File: src/rtl/periodic_req_sched_if.sv
// Config and request handshake bundle for periodic_req_sched.
// The cfg_oneshot wire exists only when SCHED_ONESHOT_EN is defined.
interface periodic_req_sched_if #(
  parameter int unsigned NCH  = 4,
  parameter int unsigned PERW = 16
);
  localparam int unsigned CHW = $clog2(NCH);

  logic            cfg_we;
  logic [CHW-1:0]  cfg_ch;
  logic [PERW-1:0] cfg_period;
  logic            cfg_en;
`ifdef SCHED_ONESHOT_EN
  logic            cfg_oneshot;
`endif
  logic            req_valid;
  logic [CHW-1:0]  req_ch;
  logic            req_ready;

`ifdef SCHED_ONESHOT_EN
  modport master (
    input  cfg_we, cfg_ch, cfg_period, cfg_en, cfg_oneshot, req_ready,
    output req_valid, req_ch
  );
  modport slave (
    output cfg_we, cfg_ch, cfg_period, cfg_en, cfg_oneshot, req_ready,
    input  req_valid, req_ch
  );
`else
  modport master (
    input  cfg_we, cfg_ch, cfg_period, cfg_en, req_ready,
    output req_valid, req_ch
  );
  modport slave (
    output cfg_we, cfg_ch, cfg_period, cfg_en, req_ready,
    input  req_valid, req_ch
  );
`endif
endinterface

File: src/rtl/periodic_req_sched.sv
// Periodic request scheduler: base-tick prescaler, NCH period counters, round-robin grant.
// Optional one-shot channels are enabled with the SCHED_ONESHOT_EN macro.
module periodic_req_sched_chk #(
  parameter int unsigned NCH = 4
) (
  input logic                    clk,
  input logic                    rst,
  input logic                    req_valid_i,
  input logic                    req_ready_i,
  input logic [$clog2(NCH)-1:0]  req_ch_i,
  input logic [NCH-1:0]          pending_i
);
  // A presented request holds until accepted and always names a pending channel.
  a_hold: assert property (@(posedge clk) disable iff (rst)
    (req_valid_i && !req_ready_i) |=> (req_valid_i && $stable(req_ch_i)));
  a_pend: assert property (@(posedge clk) disable iff (rst)
    req_valid_i |-> pending_i[req_ch_i]);
endmodule

module periodic_req_sched #(
  parameter int unsigned CLK_HZ  = 100000000,
  parameter int unsigned BASE_HZ = 1000,
  parameter int unsigned NCH     = 4,
  parameter int unsigned PERW    = 16
) (
  input  logic                  clk,
  input  logic                  rst,
  periodic_req_sched_if.master  bus,
  output logic                  base_tick_o,
  output logic [NCH-1:0]        pending_o,
  output logic [NCH-1:0]        overrun_o
);
  // DIV must be at least 2 so the tick is a true single-cycle pulse.
  localparam int unsigned DIV = CLK_HZ / BASE_HZ;
  localparam int unsigned PSW = (DIV > 1) ? $clog2(DIV) : 1;
  localparam int unsigned CHW = $clog2(NCH);
  localparam logic [PSW-1:0] PS_LAST = PSW'(DIV - 1);

  logic [PSW-1:0]  presc_q, presc_d;
  logic            base_tick_q, base_tick_d;
  logic [PERW-1:0] period_q [NCH];
  logic [PERW-1:0] period_d [NCH];
  logic [PERW-1:0] cnt_q [NCH];
  logic [PERW-1:0] cnt_d [NCH];
  logic [NCH-1:0]  en_q, en_d;
`ifdef SCHED_ONESHOT_EN
  logic [NCH-1:0]  oneshot_q, oneshot_d;
`endif
  logic [NCH-1:0]  pending_q, pending_d;
  logic [NCH-1:0]  overrun_q, overrun_d;
  logic            req_valid_q, req_valid_d;
  logic [CHW-1:0]  req_ch_q, req_ch_d;
  logic [CHW-1:0]  ptr_q, ptr_d;

  logic            hs_s;
  logic [NCH-1:0]  ack_s;
  logic [NCH-1:0]  cfg_hit_s;
  logic [NCH-1:0]  fire_s;
  logic [NCH-1:0]  cand_s;
  logic            found_s;
  logic [CHW-1:0]  pick_s;
  logic [CHW-1:0]  rr_idx_s;

  assign hs_s = req_valid_q && bus.req_ready;

  // Per-channel decode of config writes and of the channel being acknowledged.
  always_comb begin
    cfg_hit_s = {NCH{1'b0}};
    ack_s     = {NCH{1'b0}};
    for (int c = 0; c < NCH; c++) begin
      cfg_hit_s[c] = bus.cfg_we && (bus.cfg_ch == CHW'(c));
      ack_s[c]     = hs_s && (req_ch_q == CHW'(c));
    end
  end

  // Prescaler; the tick register is set for the cycle in which the count sits at DIV-1.
  always_comb begin
    if (presc_q == PS_LAST) begin
      presc_d = PSW'(0);
    end else begin
      presc_d = presc_q + PSW'(1);
    end
    base_tick_d = (presc_d == PS_LAST);
  end

  // Channel counters; a config write in a tick cycle wins and the tick is lost for that channel.
  always_comb begin
    period_d  = period_q;
    cnt_d     = cnt_q;
    en_d      = en_q;
    fire_s    = {NCH{1'b0}};
`ifdef SCHED_ONESHOT_EN
    oneshot_d = oneshot_q;
`endif
    for (int c = 0; c < NCH; c++) begin
      if (cfg_hit_s[c]) begin
        period_d[c] = bus.cfg_period;
        en_d[c]     = bus.cfg_en;
        cnt_d[c]    = (bus.cfg_period == PERW'(0)) ? PERW'(0) : bus.cfg_period - PERW'(1);
`ifdef SCHED_ONESHOT_EN
        oneshot_d[c] = bus.cfg_oneshot;
`endif
      end else if (base_tick_q && en_q[c] && (period_q[c] != PERW'(0))) begin
        if (cnt_q[c] == PERW'(0)) begin
          fire_s[c] = 1'b1;
          cnt_d[c]  = period_q[c] - PERW'(1);
`ifdef SCHED_ONESHOT_EN
          if (oneshot_q[c]) begin
            en_d[c] = 1'b0;
          end else begin
            en_d[c] = en_q[c];
          end
`endif
        end else begin
          cnt_d[c] = cnt_q[c] - PERW'(1);
        end
      end else begin
        cnt_d[c] = cnt_q[c];
      end
    end
  end

  // Pending and sticky overrun; a fire coinciding with its own acknowledge re-arms pending cleanly.
  always_comb begin
    pending_d = (pending_q & ~ack_s) | fire_s;
    overrun_d = overrun_q;
    for (int c = 0; c < NCH; c++) begin
      if (cfg_hit_s[c]) begin
        overrun_d[c] = 1'b0;
      end else if (fire_s[c] && pending_q[c] && !ack_s[c]) begin
        overrun_d[c] = 1'b1;
      end else begin
        overrun_d[c] = overrun_q[c];
      end
    end
  end

  // Round-robin search from the pointer; the channel acknowledged this cycle is excluded.
  always_comb begin
    cand_s   = pending_q & ~ack_s;
    found_s  = 1'b0;
    pick_s   = CHW'(0);
    rr_idx_s = CHW'(0);
    for (int unsigned i = 0; i < NCH; i++) begin
      rr_idx_s = CHW'((32'(ptr_q) + i) % NCH);
      if (!found_s && cand_s[rr_idx_s]) begin
        found_s = 1'b1;
        pick_s  = rr_idx_s;
      end else begin
        found_s = found_s;
      end
    end
  end

  // Grant register; a presented request is only replaced after its handshake.
  always_comb begin
    req_valid_d = req_valid_q;
    req_ch_d    = req_ch_q;
    ptr_d       = ptr_q;
    if (!req_valid_q || hs_s) begin
      if (found_s) begin
        req_valid_d = 1'b1;
        req_ch_d    = pick_s;
        ptr_d       = (32'(pick_s) == NCH - 1) ? CHW'(0) : pick_s + CHW'(1);
      end else begin
        req_valid_d = 1'b0;
      end
    end else begin
      req_valid_d = req_valid_q;
    end
  end

  // State registers with synchronous reset.
  always_ff @(posedge clk) begin
    if (rst) begin
      presc_q     <= PSW'(0);
      base_tick_q <= 1'b0;
      for (int c = 0; c < NCH; c++) begin
        period_q[c] <= PERW'(0);
        cnt_q[c]    <= PERW'(0);
      end
      en_q        <= {NCH{1'b0}};
`ifdef SCHED_ONESHOT_EN
      oneshot_q   <= {NCH{1'b0}};
`endif
      pending_q   <= {NCH{1'b0}};
      overrun_q   <= {NCH{1'b0}};
      req_valid_q <= 1'b0;
      req_ch_q    <= CHW'(0);
      ptr_q       <= CHW'(0);
    end else begin
      presc_q     <= presc_d;
      base_tick_q <= base_tick_d;
      for (int c = 0; c < NCH; c++) begin
        period_q[c] <= period_d[c];
        cnt_q[c]    <= cnt_d[c];
      end
      en_q        <= en_d;
`ifdef SCHED_ONESHOT_EN
      oneshot_q   <= oneshot_d;
`endif
      pending_q   <= pending_d;
      overrun_q   <= overrun_d;
      req_valid_q <= req_valid_d;
      req_ch_q    <= req_ch_d;
      ptr_q       <= ptr_d;
    end
  end

  assign base_tick_o   = base_tick_q;
  assign pending_o     = pending_q;
  assign overrun_o     = overrun_q;
  assign bus.req_valid = req_valid_q;
  assign bus.req_ch    = req_ch_q;

  periodic_req_sched_chk #(.NCH(NCH)) u_chk (
    .clk         (clk),
    .rst         (rst),
    .req_valid_i (req_valid_q),
    .req_ready_i (bus.req_ready),
    .req_ch_i    (req_ch_q),
    .pending_i   (pending_q)
  );
endmodule

File: src/flat_wrapper.sv
// flat-port wrapper written by rule: the top's interface ports become plain ports
module periodic_req_sched_flat 
#(
  parameter int unsigned CLK_HZ  = 100000000,
  parameter int unsigned BASE_HZ = 1000,
  parameter int unsigned NCH     = 4,
  parameter int unsigned PERW    = 16
)
  (clk, rst, base_tick_o, pending_o, overrun_o, bus_cfg_we, bus_cfg_ch, bus_cfg_period, bus_cfg_en, bus_req_ready, bus_req_valid, bus_req_ch);
  periodic_req_sched_if #(.NCH(NCH), .PERW(PERW)) bus_i ();
  input  logic clk;
  input  logic rst;
  output logic base_tick_o;
  output logic [NCH-1:0] pending_o;
  output logic [NCH-1:0] overrun_o;
  input wire logic [$bits(bus_i.cfg_we)-1:0] bus_cfg_we;
  input wire logic [$bits(bus_i.cfg_ch)-1:0] bus_cfg_ch;
  input wire logic [$bits(bus_i.cfg_period)-1:0] bus_cfg_period;
  input wire logic [$bits(bus_i.cfg_en)-1:0] bus_cfg_en;
  input wire logic [$bits(bus_i.req_ready)-1:0] bus_req_ready;
  output wire logic [$bits(bus_i.req_valid)-1:0] bus_req_valid;
  output wire logic [$bits(bus_i.req_ch)-1:0] bus_req_ch;
  assign bus_i.cfg_we = bus_cfg_we;
  assign bus_i.cfg_ch = bus_cfg_ch;
  assign bus_i.cfg_period = bus_cfg_period;
  assign bus_i.cfg_en = bus_cfg_en;
  assign bus_i.req_ready = bus_req_ready;
  assign bus_req_valid = bus_i.req_valid;
  assign bus_req_ch = bus_i.req_ch;
  periodic_req_sched #(.CLK_HZ(CLK_HZ), .BASE_HZ(BASE_HZ), .NCH(NCH), .PERW(PERW)) u_core (.clk(clk), .rst(rst), .bus(bus_i), .base_tick_o(base_tick_o), .pending_o(pending_o), .overrun_o(overrun_o));
endmodule
File: config.mk
export PLATFORM = sky130hd
export DESIGN_NAME = periodic_req_sched_flat
export DESIGN_NICKNAME = d
export VERILOG_FILES = /design/src/rtl/periodic_req_sched_if.sv /design/src/rtl/periodic_req_sched.sv /design/src/flat_wrapper.sv
export SDC_FILE = /design/constraint.sdc
export NUM_CORES = 1
export LEC_CHECK = 0
export ABC_AREA = 1
export BUFFER_PORTS_ARGS = -buffer_cell sky130_fd_sc_hd__buf_2
export CAP_MARGIN = 20
export CELL_PAD_IN_SITES_DETAIL_PLACEMENT = 0
export CELL_PAD_IN_SITES_GLOBAL_PLACEMENT = 1
export CORE_ASPECT_RATIO = 1.4
export CORE_MARGIN = 2
export CORE_UTILIZATION = 46
export CTS_BUF_LIST = sky130_fd_sc_hd__clkbuf_8
export DETAILED_ROUTE_END_ITERATION = 16
export GPL_TIMING_DRIVEN = 0
export HOLD_SLACK_MARGIN = 0.08
export PLACE_DENSITY = 0.9
export SETUP_SLACK_MARGIN = 0.02
export SLEW_MARGIN = 20
export SYNTH_ARGS = -nofsm -noshare
export SYNTH_HDL_FRONTEND = slang
export SYNTH_SLANG_ARGS = --single-unit
File: constraint.sdc
create_clock -name clk -period 2.4 [get_ports clk]
set_clock_uncertainty 0.15 [all_clocks]
set_input_delay 0.36 -clock clk [delete_from_list [all_inputs] [get_ports clk]]
set_output_delay 0.36 -clock clk [all_outputs]
set_load 0.02 [all_outputs]
---- Word-level counts from Yosys, hierarchy flattened ----
Index checks and enable logic that the tools add are counted.
Widths: inputs -> output; s select.
cells by class
  $add $sub $neg .......................... 14
  multipliers ............................. 0
  divide/modulo/power cells ............... 0
  magnitude comparators ................... 4
  equality and inequality tests ........... 9
  shifts and indexed selects .............. 0
  muxes and demuxes ....................... 44
  bitwise logic cells ..................... 3
  reductions and logical operators ........ 57
operators by type and width
  operator               count
  $mux 16                13
  $sub 16x1->16 const B  9
  $logic_not 16->1       5
  $reduce_bool 16->1     4
  $eq 17x17->1 const B   2
  $logic_and 1x1->1      28
  $mux 1                 21
  $add 17x1->17 const B  1
  $mux 17                1
  $lt 2x3->1 const B     4
  $eq 2x2->1 const B     5
  $mux 2                 5
  $bmux 1 s2             4
  $logic_not 1->1        8
  $reduce_bool 2->1      4
  $reduce_or 2->1        4
  $add 2x1->2 const B    2
  $add 2x2->2 const B    2
  $and 4x4->4            1
  $eq 2x1->1 const B     2
  $logic_not 2->1        2
  $not 4->4              1
  $or 4x4->4             1
  $reduce_and 2->1       1
  $logic_or 1x1->1       1
storage, ports and cells
  register bits ........................... 163
  bits in latches ......................... 0
  RAM bits ................................ 0
  memory bits (read-only) ................. 0
  input port bits ......................... 23
  output and inout bits ................... 12
  logic and storage cells ................. 153
  memories kept ........................... 0

---- Depth between registers and ports, before layout ----
Gate-level depths: netlist of run 1.
  depth after elaboration ................. 18
  depth in mapped cells ................... 16
  mapped depth without buffers ............ 16

---- Worst setup path after synthesis of run 1 ----
No wires, ideal clock.
  kind .................................... flip-flop to flip-flop
  start ................................... register u_core.cnt_q[62] in the netlist's numbering
  end ..................................... register u_core.cnt_q[58] in the netlist's numbering
  library setup time ...................... 0.132 ns
  arrival time ............................ 1.759 ns
  required time ........................... 2.118 ns
  setup slack ............................. 0.359 ns
  stages on the path, launching flop included .. 17
  buffers on the path ..................... 0
  period minus slack after synthesis ...... 2.041 ns
  path through ............................ dfxtp_1 nor2_2 nand2_2 nor2_8 nand2_4 inv_2 a21oi_1 ha_1 nand3_2 inv_1 nand2_1 inv_1 nand2_2 inv_1 nand3_1 nand3_1 a21oi_1
on the way
  cells in the longest elaborated chain, start to end .. 4
ends and longest elaborated chain
  what                              line                       source
  start: declaration                periodic_req_sched.sv:43   logic [PERW-1:0] cnt_q [NCH];
  start signal: indexed assignment  periodic_req_sched.sv:196  cnt_q[c] <= cnt_d[c];
  $logic_not 16->1                  periodic_req_sched.sv:104  if (cnt_q[c] == PERW'(0)) begin
  $mux 16                           periodic_req_sched.sv:104
  $mux 16                           periodic_req_sched.sv:103  end else if (base_tick_q && en_q[c] && (period_q[c] != PERW'(0))) begin
  $mux 16                           periodic_req_sched.sv:96   if (cfg_hit_s[c]) begin
Every way passes these cells. The select of a mux whose other input is x is not followed.
A chain may end at the register's enable or synchronous reset.

---- Final worst setup path of run 1 ----
  start ................................... input bus_cfg_period[1]
  end ..................................... register u_core.cnt_q[24] in the netlist's numbering
on the way
  cells in the longest elaborated chain, start to end .. 3
  elaborated cells between the ends (all ways) .. 4
  those cells by class .................... add/sub (1); mux (2); reduce/logical (1)
ends and longest elaborated chain
  what                                                      line                      source
  start: declaration                                        flat_wrapper.sv:18        input wire logic [$bits(bus_i.cfg_period)-1:0] bus_cfg_period;
  $sub 16x1->16 / $logic_not 16->1 (equally long branches)  periodic_req_sched.sv:99  cnt_d[c] = (bus.cfg_period == PERW'(0)) ? PERW'(0) : bus.cfg_period - PERW'(1);
  $mux 16 (*)                                               periodic_req_sched.sv:99
  $mux 16 (*)                                               periodic_req_sched.sv:96
Every way passes the cells marked *; elsewhere a longest branch is shown, timed or not.

==> summary.md, run 1 <==
| Metric | Value |
|---|---|
| Routability congestion estimate | `0.898` |
| Share of the cycle needed by the critical path after routing | `97.5%` |
| CTS Root Cell | `sky130_fd_sc_hd__clkbuf_8` |
| Avg Vias per Cell | `5.67` |
| Reg clk slew, reported paths | `0.10 ns` |
| Maximum number of pins on one net before global-route repair | `17` |
| Routed wire length | `roughly 34000 um` |
| Most instantiated library cell after synthesis | `sky130_fd_sc_hd__nand2_1` |
| Antenna violations before repair | `0` |
| Crit path buf inv count | `2` |
| Prevailing post-synth register cell | `sky130_fd_sc_hd__dfxtp_1` |
| Via count of the first global-routing pass | `a little over 10000` |
| Number of nets with antenna violations after detailed routing | `0` |
| Transition time at the pin with the least slew margin | `0.916 ns` |
| Max capacitance violation total | `0` |
| Post-synthesis net count | `roughly 1600` |
| Die area | `approximately 23000 um2` |
| Total of warnings raised by yosys | `0` |
| Kind of launch point of the worst setup path | `input port` |
| Final Hold Slack | `between 0.1 and 0.15 ns` |
| Layout net count | `around 1700` |
| Cell with the largest stage delay on the worst path | `sky130_fd_sc_hd__nand3_1` |
| Synth top cells by count | `305 x sky130_fd_sc_hd__nand2_1, 216 x sky130_fd_sc_hd__inv_1, 201 x sky130_fd_sc_hd__nor2_1` |
| Data required time at the worst endpoint | `about 2.6 ns` |
| Kind of end point of the critical path | `register` |
| Clock network latency to the later pin of the worst-skew pair | `between 0.4 and 0.5 ns` |
| Cells along the critical path | `buf_2 -> inv_1 -> ha_1 -> nand3_2 -> nor2_1 -> nand4_1 -> nand3_1 -> o22ai_1 -> a21oi_1 -> nor2_1` |
| Fill cell total of the finished layout | `around 2200` |
| Antenna cells | `0` |
| Detail-routed net length per standard cell | `17.9 um` |
| Fin. max-slew vios | `0` |
| Max Clk Rate | `approximately 0.43 GHz` |
| Class of the tightest hold or removal check | `in2reg` |
| Leakage | `4.90 nW` |
| Critical path fanouts, max | `7` |
| Peak per-stage delay on the critical path | `0.49 ns` |
| Y dimension of the die | `178 um` |
| Total number of vias | `approximately 11000` |
| DP HPWL | `25600 um` |
| Biggest area consumer among synthesized cells | `sky130_fd_sc_hd__dfxtp_1` |
| Number of enable flip-flop cells after synthesis | `0` |
| Final number of setup-violating endpoints | `0` |
| Clock tree from TritonCTS | `yes` |
| Count of unresolved DRC violations after routing | `0` |
| Max H-tree Level | `4` |
| # port buffers | `34` |
| Syn Std Cell Area | `between 9000 and 10000 um2` |
| Share of the core filled with cells | `between 50% and 60%` |
| Slew margin rel. | `about two fifths` |
| Average footprint of a synthesized cell | `~6.3 um2` |
| Synth unique cells | `between 40 and 50` |
| Core footprint | `around 21000 um2` |
| GRT Total Usage | `between 30% and 40%` |
| Clock Sink Count | `163` |
| Critical path arrival | `about 2.5 ns` |
| Max VDD drop | `0.352 mV` |
| Critical path class | `in2reg` |
| Synth top area share | `33.0%` |
| Drt pass-1 iters | `6` |
| Share of async-settable or async-resettable flops after synthesis | `0%` |
| First-iteration detailed-routing DRC count | `slightly below 1000` |
| Global-route wire length before repair | `between 50000 and 60000 um` |
| RSZ-0062 raised after global routing | `yes` |
| Cell repeated most along the worst path | `sky130_fd_sc_hd__nor2_1` |
| Kind of cell with the highest combined delay on the critical path | `simple AND/OR/NAND/NOR gates` |
| Remaining global-route overflow | `0` |
| Effective utilization at floorplan | `a little under half` |
| Total CTS buffers | `17` |
| Share of the yosys chip area belonging to registers | `about 33%` |
| Area growth syn-to-layout | `11.4%` |
| Top area cells in the synthesized netlist | `sky130_fd_sc_hd__dfxtp_1 33%, sky130_fd_sc_hd__nand2_1 12%, sky130_fd_sc_hd__inv_1 8.2%, sky130_fd_sc_hd__nand3_1 7.7%, sky130_fd_sc_hd__nor2_1 7.6%` |
| Place WS | `-0.605 ns` |
| Cell count after synthesis | `1580` |
| Post-synthesis register bit count | `roughly 160` |
| Die Span X | `~130 um` |
| Power per cell area | `around 600 nW/um2` |
| Number of top-level pins | `35` |
| Result of the run | `finished clean` |
| Worst Slack Setup Final | `between 0.06 and 0.07 ns` |
| Share of final-layout standard cells stronger than drive strength 1 | `a little under an eighth` |
| Final Hold Violating Endpoints | `0` |
| Clock Tree Buf Depth | `2` |
| Row Count | `63` |
| Minimum clock period | `2.34 ns` |
## through the flow
stage	std cells	setup TNS [ns]	cell area, um2	power (mW)
after detailed placement	1874	-20.17	10400	4.78
after floorplan	1580	0	9890	4.31
after global routing	1915	-0.0583	11000	7.12
after CTS	1909	0	10800	6.68
final	1915	0	11000	6.79
after global placement	1874	-18.21	10400	4.76
## layout by cell type, fill, tap and decap left out, drive strengths merged, types with 2 or more instances in the layout
master / n
o21bai: 8
dfxtp: 163
xor2: 17
clkbuf: 54
a22oi: 4
clkinv: 7
nor3: 23
dlygate4sd3: 3
o21ai: 141
and2: 5
o22ai: 11
nand4: 31
nor4: 16
a31oi: 18
ha: 6
nor2: 226
inv: 231
nand2: 319
xnor2: 2
nand3: 159
clkinvlp: 5
or2: 6
a21oi: 139
buf: 55
nand3b: 4
## registers in the layout (all words and copies together), names as in the netlist, named ones only
register	cells
u_core.presc_q	17
u_core.bus.req_ch	2
u_core.cnt_q	64
u_core.overrun_o	4
u_core.en_q	4
u_core.ptr_q	1
u_core.bus.req_valid	1
u_core.period_q	64
u_core.pending_o	4
u_core.base_tick_o	1
## worst min-delay path, cell delays in order
cell                      delay (ns)
sky130_fd_sc_hd__buf_2          0.14
sky130_fd_sc_hd__inv_2          0.10
sky130_fd_sc_hd__a21oi_1        0.12
## timing repair
action | CTS | global route
hold endpoints to repair | 9 | 0
pin swaps | 1 | 9
resized for setup | 7 | 47
setup endpoints to repair | 17 | 37
hold buffers | 3 | 0
setup buffers | 0 | 6
## layout make-up
class / instances / area [um2] / area share (%)
multi-input combinational: 1137 / 5730 / 51.9
clock inverter: 15 / 124 / 1.12
sequential: 163 / 3270 / 29.6
clock buffer: 17 / 234 / 2.12
timing repair buffer: 43 / 245 / 2.22
tap: 260 / 325 / 2.95
inverter: 228 / 862 / 7.82
buffer: 52 / 239 / 2.17
## metal layers
layer | GRT usage, % | vias up | routed length [um]
li1 | - | 5281 | -
met1 | 36.2 | 5046 | 13700
met2 | 52.8 | 438 | 16500
met3 | 4.34 | 94 | 2320
met4 | 14.6 | 0 | 1680
met5 | 0 | - | 0
## worst paths after layout
kind	from	endpoint	slack, ns	depth (start not counted)
worst max register to register	u_core.cnt_q[61]	u_core.cnt_q[58]	0.16	16
worst min-delay path	bus_cfg_period[3]	u_core.period_q[19]	0.11	3
worst max-delay path	bus_cfg_period[1]	u_core.cnt_q[24]	0.06	10
worst min register to register	u_core.presc_q[0]	u_core.presc_q[0]	0.32	1
## cell families (layout without fill, tap and decap cells)
kind of cell	after synthesis	count (layout)	share of synthesized area, %
adders and majority gates	6	6	0.759
xor gates and xnor gates	19	19	1.76
and+or+nand+nor	789	789	36.2
AOI/OAI and AO/OA	323	323	17.3
buffers and inverters	280	355	11.1
DFF	163	163	33.0
## power by group
part / total, mW / internal [mW] / switching [mW]
logic: 1.96 / 0.633 / 1.32
clock network: 1.93 / 0.740 / 1.19
registers: 2.90 / 2.81 / 0.0900
Power figures use the tool's default switching activity.
==> run 2, diff against run 1 <==
--- a/config.mk
+++ b/config.mk
@@ -17,7 +17,7 @@
 export DETAILED_ROUTE_END_ITERATION = 16
 export GPL_TIMING_DRIVEN = 0
 export HOLD_SLACK_MARGIN = 0.08
-export PLACE_DENSITY = 0.9
+export PLACE_DENSITY_LB_ADDON = 0.3
 export SETUP_SLACK_MARGIN = 0.02
 export SLEW_MARGIN = 20
 export SYNTH_ARGS = -nofsm -noshare
==> run 2 against run 1 <==
Against the previous run:
- core utilization grew 0.36 points
- non-clock buffer count is 3 higher
- critical endpoint is now u_core.cnt_q[57]
- routed wire length shrank 0.69%
- worst hold slack improved by 0.0066 ns
- critical path depth is 2 higher
- sequential power barely moved
- total power rose by 3.2%
- setup slack lost 0.035 ns
==> summary.md, run 2 (synthesized netlist as in run 1, its figures left out) <==
| Metric | Value |
|---|---|
| Result of the run | `finished clean (unchanged)` |
| # port buffers | `34 (unchanged)` |
| Max H-tree Level | `4 (unchanged)` |
| Clock network latency to the later pin of the worst-skew pair | `0.50 ns (was 0.49 ns)` |
| Peak per-stage delay on the critical path | `0.72 ns (was 0.49 ns)` |
| Internal power | `4.42 mW (was 4.18 mW)` |
| Class of the tightest hold or removal check | `in2reg (unchanged)` |
| End of the worst register-to-register path | `u_core.cnt_q[12] (was u_core.cnt_q[58])` |
| Number of nets with antenna violations after detailed routing | `0 (unchanged)` |
| Final number of setup-violating endpoints | `0 (unchanged)` |
| Transition time at the pin with the least slew margin | `0.930 ns (was 0.916 ns)` |
| Antenna cells | `0 (unchanged)` |
| First-iteration detailed-routing DRC count | `1042 (was 968)` |
| Kind of cell with the highest combined delay on the critical path | `compound AO/OA/AOI/OAI gates (was simple AND/OR/NAND/NOR gates)` |
| Worst reg2reg startpoint | `u_core.cnt_q[8] (was u_core.cnt_q[61])` |
| RSZ-0062 raised after global routing | `yes (unchanged)` |
| Max VDD drop | `0.346 mV (was 0.352 mV)` |
| Share of the core filled with cells | `52.5% (was 52.2%)` |
| Critical path arrival | `2.63 ns (was 2.54 ns)` |
| Slew margin rel. | `38.0% (was 38.7%)` |
| Critical path fanouts, max | `7 (unchanged)` |
| Power per cell area | `631 nW/um2 (was 616 nW/um2)` |
| Minimum clock period | `2.37 ns (was 2.34 ns)` |
| Sequential Power Share | `41.4% (was 42.7%)` |
| Count of unresolved DRC violations after routing | `0 (unchanged)` |
| Capturing instance or port of the critical path | `u_core.cnt_q[57] (was u_core.cnt_q[24])` |
| Critical path class | `in2reg (unchanged)` |
| Remaining global-route overflow | `0 (unchanged)` |
| Largest registers in the final layout | `u_core.cnt_q (64), u_core.period_q (64), u_core.presc_q (17) (unchanged)` |
| Maximum number of pins on one net before global-route repair | `17 (unchanged)` |
| Clock Tree Buf Depth | `2 (unchanged)` |
| Total number of vias | `10617 (was 10859)` |
| Effective utilization at floorplan | `46.8% (unchanged)` |
| Die Span X | `128 um (unchanged)` |
| Core footprint | `21100 um2 (unchanged)` |
| Y dimension of the die | `178 um (unchanged)` |
| Relative contribution of combinational cells to total power | `28.2% (was 28.8%)` |
| Die area | `22700 um2 (unchanged)` |
| Final Power | `7.00 mW (was 6.79 mW)` |
| Levels on crit path | `12 (was 10)` |
| Cell with the largest stage delay on the worst path | `sky130_fd_sc_hd__a21oi_1 (was sky130_fd_sc_hd__nand3_1)` |
| Share of the cycle needed by the critical path after routing | `98.9% (was 97.5%)` |
| Max Clk Rate | `0.421 GHz (was 0.427 GHz)` |
| Crit path launch | `bus_cfg_period[0] (was bus_cfg_period[1])` |
| Register-to-register setup slack | `0.17 ns (was 0.16 ns)` |
| Area growth syn-to-layout | `12.2% (was 11.4%)` |
| Layout net count | `1674 (was 1671)` |
| Avg Vias per Cell | `5.54 (was 5.67)` |
| CTS Root Cell | `sky130_fd_sc_hd__clkbuf_8 (unchanged)` |
| Clock tree from TritonCTS | `yes (unchanged)` |
| Net switching power | `2.59 mW (was 2.61 mW)` |
| Kind of end point of the critical path | `register (unchanged)` |
| Drt pass-1 iters | `5 (was 6)` |
| Cells along the critical path | `buf_2 -> inv_2 -> ha_1 -> nand3_2 -> nor3_2 -> nand2_1 -> o22ai_1 -> a21oi_1 -> nand2_1 -> o21ai_0 -> inv_1 -> a21oi_1 (was buf_2 -> inv_1 -> ha_1 -> nand3_2 -> nor2_1 -> nand4_1 -> nand3_1 -> o22ai_1 -> a21oi_1 -> nor2_1)` |
| Final Hold Violating Endpoints | `0 (unchanged)` |
| Detail-routed net length per standard cell | `17.8 um (was 17.9 um)` |
| Max capacitance violation total | `0 (unchanged)` |
| Commonest non-fill, non-tap cell in the layout | `sky130_fd_sc_hd__nand2_1 (unchanged)` |
| Place WS | `-0.544 ns (was -0.605 ns)` |
| Total CTS buffers | `17 (unchanged)` |
| Number of instances in the placed design | `1874 (unchanged)` |
| Via count of the first global-routing pass | `9748 (was 10104)` |
| Global-route wire length before repair | `52300 um (was 52700 um)` |
| Number of top-level pins | `35 (unchanged)` |
| Row Count | `63 (unchanged)` |
| Kind of launch point of the worst setup path | `input port (unchanged)` |
| Reg clk slew, reported paths | `0.09 ns (was 0.10 ns)` |
| Final standard cell count with taps included and fillers excluded | `1917 (was 1915)` |
| Fin. max-slew vios | `0 (unchanged)` |
| GRT Total Usage | `30.4% (was 30.2%)` |
| Crit path buf inv count | `3 (was 2)` |
| Routed wire length | `34000 um (was 34300 um)` |
| Antenna violations before repair | `0 (unchanged)` |
| Number of cells on the worst reg-to-reg path | `16 (unchanged)` |
| Clock Sink Count | `163 (unchanged)` |
| Commonest cells after routing, fill and taps aside | `298 x sky130_fd_sc_hd__nand2_1, 215 x sky130_fd_sc_hd__inv_1, 189 x sky130_fd_sc_hd__nor2_1 (was 297 x sky130_fd_sc_hd__nand2_1, 216 x sky130_fd_sc_hd__inv_1, 192 x sky130_fd_sc_hd__nor2_1)` |
| Routability congestion estimate | `0.914 (was 0.898)` |
| Share of final-layout standard cells stronger than drive strength 1 | `12.3% (was 11.5%)` |
| Worst Slack Setup Final | `0.0252 ns (was 0.0606 ns)` |
| Data required time at the worst endpoint | `2.66 ns (was 2.60 ns)` |
| Leakage | `4.96 nW (was 4.90 nW)` |
| DP HPWL | `25500 um (was 25600 um)` |
| Portion of total power attributed to the clock network | `30.4% (was 28.4%)` |
| Switch share | `36.9% (was 38.4%)` |
-- run 2: worst min path at each step --
stage                     slack [ns]         startpoint             endpoint  cells after the start
after global routing            0.11  bus_cfg_period[3]  u_core.period_q[19]                      3
after global placement          0.29  u_core.presc_q[0]    u_core.presc_q[0]                      1
final                           0.12  bus_cfg_period[3]  u_core.period_q[35]                      3
after detailed placement        0.30  u_core.presc_q[0]    u_core.presc_q[0]                      1
after CTS                       0.09  bus_cfg_period[3]  u_core.period_q[51]                      3
after floorplan                 0.28  u_core.presc_q[0]    u_core.presc_q[0]                      1
-- run 2: power by group through the flow --
stage / Combinational [mW] / Sequential, mW / Clock [mW]
after floorplan: 1.39 / 2.93 / 0
after global placement: 1.81 / 2.95 / 0
after detailed placement: 1.82 / 2.96 / 0
after CTS: 1.85 / 2.89 / 2.17
after global routing: 2.19 / 2.91 / 2.28
final: 1.97 / 2.90 / 2.13
-- run 2: timing repair --
action,in CTS,in global routing
pin swaps,0,13
gates resized for setup,7,54
endpoints found under the setup margin,8,36
hold buffers,4,0
endpoints found under the hold margin,10,0
setup buffers,0,8
-- run 2: layer usage --
layer,vias up,track usage (%),share of wire [%]
li1,5316,-,-
met1,4810,37.8,42
met2,413,52.1,47
met3,78,4.28,6.6
met4,0,13.5,4.3
met5,-,0,0
-- run 2: worst min-delay path, delay by kind of cell --
family | cells | cell delay, ns
AOI/OAI and AO/OA | 1 | 0.08
buffers and inverters | 2 | 0.28
-- run 2: area by class of cell --
class | count | area (um2)
Clock inverter | 14 | 170
Multi-Input combinational cell | 1137 | 5710
Inverter | 228 | 857
Clock buffer | 17 | 234
Timing Repair Buffer | 46 | 283
Tap cell | 260 | 325
Fill cell | 2262 | 10000
Sequential cell | 163 | 3280
Buffer | 52 | 240
-- run 2: stage by stage --
step | hold WS, ns | area (um2) | TNS, ns
after floorplan | 0.280 | 9890 | 0
after global placement | 0.292 | 10400 | -21.03
after detailed placement | 0.304 | 10400 | -20.20
after global routing | 0.108 | 11100 | 0
final | 0.121 | 11100 | 0
after CTS | 0.0857 | 10900 | 0
==> run 3, diff against run 2 <==
==> constraint.sdc (replaced) <==
create_clock -name clk -period 2.4 [get_ports clk]
set_clock_uncertainty 0.15 [all_clocks]
set_input_delay 0 -clock clk [delete_from_list [all_inputs] [get_ports clk]]
set_output_delay 0 -clock clk [all_outputs]
set_load 0.02 [all_outputs]
==> run 3 against run 2 <==
Against the previous run:
- cell count is 1.1% higher
- setup slack better by 0.060 ns
- sequential power hardly changed
- via count is 1.2% higher
- die area stayed put
- global-route usage is 0.44 points higher
- routed wire length is 1.8% higher
- highest routed layer unchanged
==> summary.md, run 3 (synthesized netlist as in run 1, its figures left out) <==
| Metric | Value |
|---|---|
| Result of the run | `finished clean (unchanged)` |
| Reg clk slew, reported paths | `0.10 ns (was 0.09 ns)` |
| Cells along the critical path | `dlygate4sd3_1 -> buf_2 -> inv_2 -> nand3_2 -> nor3_2 -> nand2_1 -> xor2_1 -> nor2_2 -> nand2_1 -> o21ai_0 -> inv_1 -> a21oi_1 (was buf_2 -> inv_2 -> ha_1 -> nand3_2 -> nor3_2 -> nand2_1 -> o22ai_1 -> a21oi_1 -> nand2_1 -> o21ai_0 -> inv_1 -> a21oi_1)` |
| Portion of total power attributed to the clock network | `30.3% (was 30.4%)` |
| Internal power | `4.43 mW (was 4.42 mW)` |
| Clock network latency to the later pin of the worst-skew pair | `0.49 ns (was 0.50 ns)` |
| Transition time at the pin with the least slew margin | `0.981 ns (was 0.930 ns)` |
| Die Span X | `128 um (unchanged)` |
| Share of the cycle needed by the critical path after routing | `96.4% (was 98.9%)` |
| Critical path arrival | `2.57 ns (was 2.63 ns)` |
| Leakage | `5.05 nW (was 4.96 nW)` |
| Net switching power | `2.60 mW (was 2.59 mW)` |
| Global-route wire length before repair | `53000 um (was 52300 um)` |
| Register-to-register setup slack | `0.14 ns (was 0.17 ns)` |
| Routability congestion estimate | `0.914 (unchanged)` |
| DP HPWL | `25500 um (unchanged)` |
| Clock tree from TritonCTS | `yes (unchanged)` |
| Fill cell total of the finished layout | `2230 (was 2262)` |
| Number of nets with antenna violations after detailed routing | `0 (unchanged)` |
| Share of the core filled with cells | `53.5% (was 52.5%)` |
| Worst reg2reg startpoint | `u_core.base_tick_o (was u_core.cnt_q[8])` |
| Class of the tightest hold or removal check | `in2reg (unchanged)` |
| Switch share | `36.9% (about the same)` |
| Via count of the first global-routing pass | `9867 (was 9748)` |
| Relative contribution of combinational cells to total power | `28.4% (was 28.2%)` |
| Final setup TNS | `0 ns (unchanged)` |
| Critical path fanouts, max | `6 (was 7)` |
| Count of unresolved DRC violations after routing | `0 (unchanged)` |
| CTS Root Cell | `sky130_fd_sc_hd__clkbuf_8 (unchanged)` |
| Kind of end point of the critical path | `register (unchanged)` |
| Avg Vias per Cell | `5.54 (about the same)` |
| Max Clk Rate | `0.432 GHz (was 0.421 GHz)` |
| Layout net count | `1696 (was 1674)` |
| Commonest non-fill, non-tap cell in the layout | `sky130_fd_sc_hd__nand2_1 (unchanged)` |
| Row Count | `63 (unchanged)` |
| First-iteration detailed-routing DRC count | `1072 (was 1042)` |
| Number of cells on the worst reg-to-reg path | `5 (was 16)` |
| Detail-routed net length per standard cell | `17.9 um (was 17.8 um)` |
| Cell with the largest stage delay on the worst path | `sky130_fd_sc_hd__dlygate4sd3_1 (was sky130_fd_sc_hd__a21oi_1)` |
| Number of cells traversed by the worst hold path | `6 (was 3)` |
| End of the worst register-to-register path | `u_core.pending_o[3] (was u_core.cnt_q[12])` |
| Remaining global-route overflow | `0 (unchanged)` |
| Clock Tree Buf Depth | `2 (unchanged)` |
| Die area | `22700 um2 (unchanged)` |
| Clock Sink Count | `163 (unchanged)` |
| Summed area of non-filler cells in the final layout | `11300 um2 (was 11100 um2)` |
| Antenna cells | `0 (unchanged)` |
| Effective utilization at floorplan | `46.8% (unchanged)` |
| Antenna violations before repair | `0 (unchanged)` |
| Worst Slack Setup Final | `0.0853 ns (was 0.0252 ns)` |
| Total number of vias | `10747 (was 10617)` |
| Sequential Power Share | `41.3% (was 41.4%)` |
| Origin of the worst min-delay path | `bus_cfg_period[5] (was bus_cfg_period[3])` |
| Max capacitance violation total | `0 (unchanged)` |
| # port buffers | `34 (unchanged)` |
| Commonest cells after routing, fill and taps aside | `299 x sky130_fd_sc_hd__nand2_1, 215 x sky130_fd_sc_hd__inv_1, 189 x sky130_fd_sc_hd__nor2_1 (was 298 x sky130_fd_sc_hd__nand2_1, 215 x sky130_fd_sc_hd__inv_1, 189 x sky130_fd_sc_hd__nor2_1)` |
| Hold Crit Endpoint | `u_core.cnt_q[37] (was u_core.period_q[35])` |
| GRT Total Usage | `30.9% (was 30.4%)` |
| Footprint of the flip-flops and latches | `3280 um2 (unchanged)` |
| Power per cell area | `621 nW/um2 (was 631 nW/um2)` |
| Routed wire length | `34600 um (was 34000 um)` |
| Maximum number of pins on one net before global-route repair | `17 (unchanged)` |
| RSZ-0062 raised after global routing | `no (was yes)` |
| Final Power | `7.03 mW (was 7.00 mW)` |
| Area after DPL | `10400 um2 (unchanged)` |
| Minimum clock period | `2.31 ns (was 2.37 ns)` |
| Total CTS buffers | `17 (unchanged)` |
| Share of final-layout standard cells stronger than drive strength 1 | `11.8% (was 12.3%)` |
| Critical path class | `in2reg (unchanged)` |
| Fin. max-slew vios | `0 (unchanged)` |
| Place WS | `-0.184 ns (was -0.544 ns)` |
| Final Hold Violating Endpoints | `0 (unchanged)` |
| Cell repeated most along the worst path | `sky130_fd_sc_hd__nand2_1` |
| Data required time at the worst endpoint | `2.66 ns (about the same)` |
| Final number of setup-violating endpoints | `0 (unchanged)` |
| Largest registers in the final layout | `u_core.cnt_q (64), u_core.period_q (64), u_core.presc_q (17) (unchanged)` |
| Slew margin rel. | `34.6% (was 38.0%)` |
| Max VDD drop | `0.346 mV (about the same)` |
| Kind of launch point of the worst setup path | `input port (unchanged)` |
| Area of the multi-input gates | `5710 um2 (unchanged)` |
| Drt pass-1 iters | `7 (was 5)` |
| Core footprint | `21100 um2 (unchanged)` |
| Peak per-stage delay on the critical path | `0.56 ns (was 0.72 ns)` |
| Y dimension of the die | `178 um (unchanged)` |
| Area growth syn-to-layout | `14.3% (was 12.2%)` |
| Number of top-level pins | `35 (unchanged)` |
| Max H-tree Level | `4 (unchanged)` |
run 3: how the worst max path moves through the flow:
stage | startpoint | to | slack [ns] | depth (start not counted)
6_report | bus_cfg_period[2] | u_core.cnt_q[12] | 0.09 | 12
5_1_grt | bus_cfg_period[3] | u_core.cnt_q[12] | 0.01 | 12
4_1_cts | u_core.cnt_q[46] | u_core.cnt_q[40] | 0.04 | 14
3_5_place_dp | bus_cfg_period[1] | u_core.cnt_q[52] | -0.18 | 10
3_3_place_gp | bus_cfg_period[0] | u_core.cnt_q[59] | -0.22 | 12
2_1_floorplan | u_core.cnt_q[62] | u_core.cnt_q[58] | 0.36 | 16
run 3: power groups by stage:
| stage | combinational (mW) | clock, mW | sequential [mW] |
|---|---|---|---|
| 3_3_place_gp | 1.81 | 0 | 2.95 |
| 2_1_floorplan | 1.39 | 0 | 2.93 |
| 6_report | 2.00 | 2.13 | 2.90 |
| 3_5_place_dp | 1.82 | 0 | 2.96 |
| 5_1_grt | 2.22 | 2.28 | 2.91 |
| 4_1_cts | 1.88 | 2.17 | 2.89 |
run 3: cell type report:
class                      count  area share (%)
timing repair buffer          68            4.38
inverter                     228            7.58
sequential                   163            29.0
clock inverter                14            1.50
tap                          260            2.88
buffer                        52            2.11
clock buffer                  17            2.07
multi-input combinational   1137            50.5
run 3: per-layer routing:
layer / track usage, % / wire length, um / up-vias
met2: 52.8 / 16400 / 383
met4: 14.2 / 1530 / 0
met5: 0 / 0 / -
met3: 4.58 / 2160 / 82
li1: - / - / 5357
met1: 38.1 / 14500 / 4925
run 3: through the flow:
stage	std cells	hold WS, ns
finish	1939	0.144
global route	1939	0.170
CTS	1933	0.126
detailed placement	1874	0.207
global placement	1874	0.194
floorplan	1580	-0.0151
run 3: critical path, delay by kind of cell:
family | cells | cell delay [ns]
AOI/OAI and AO/OA | 2 | 0.25
and+or+nand+nor | 5 | 1.21
xor gates and xnor gates | 1 | 0.18
buffers and inverters | 4 | 0.91
run 3: timing repair:
action                     4_1_cts  5_1_grt
setup buffers                    0        6
gates resized for setup          6       50
hold buffers                    28        0
pin swaps                        0        9
setup endpoints to repair        7       38
hold endpoints to repair       119        0
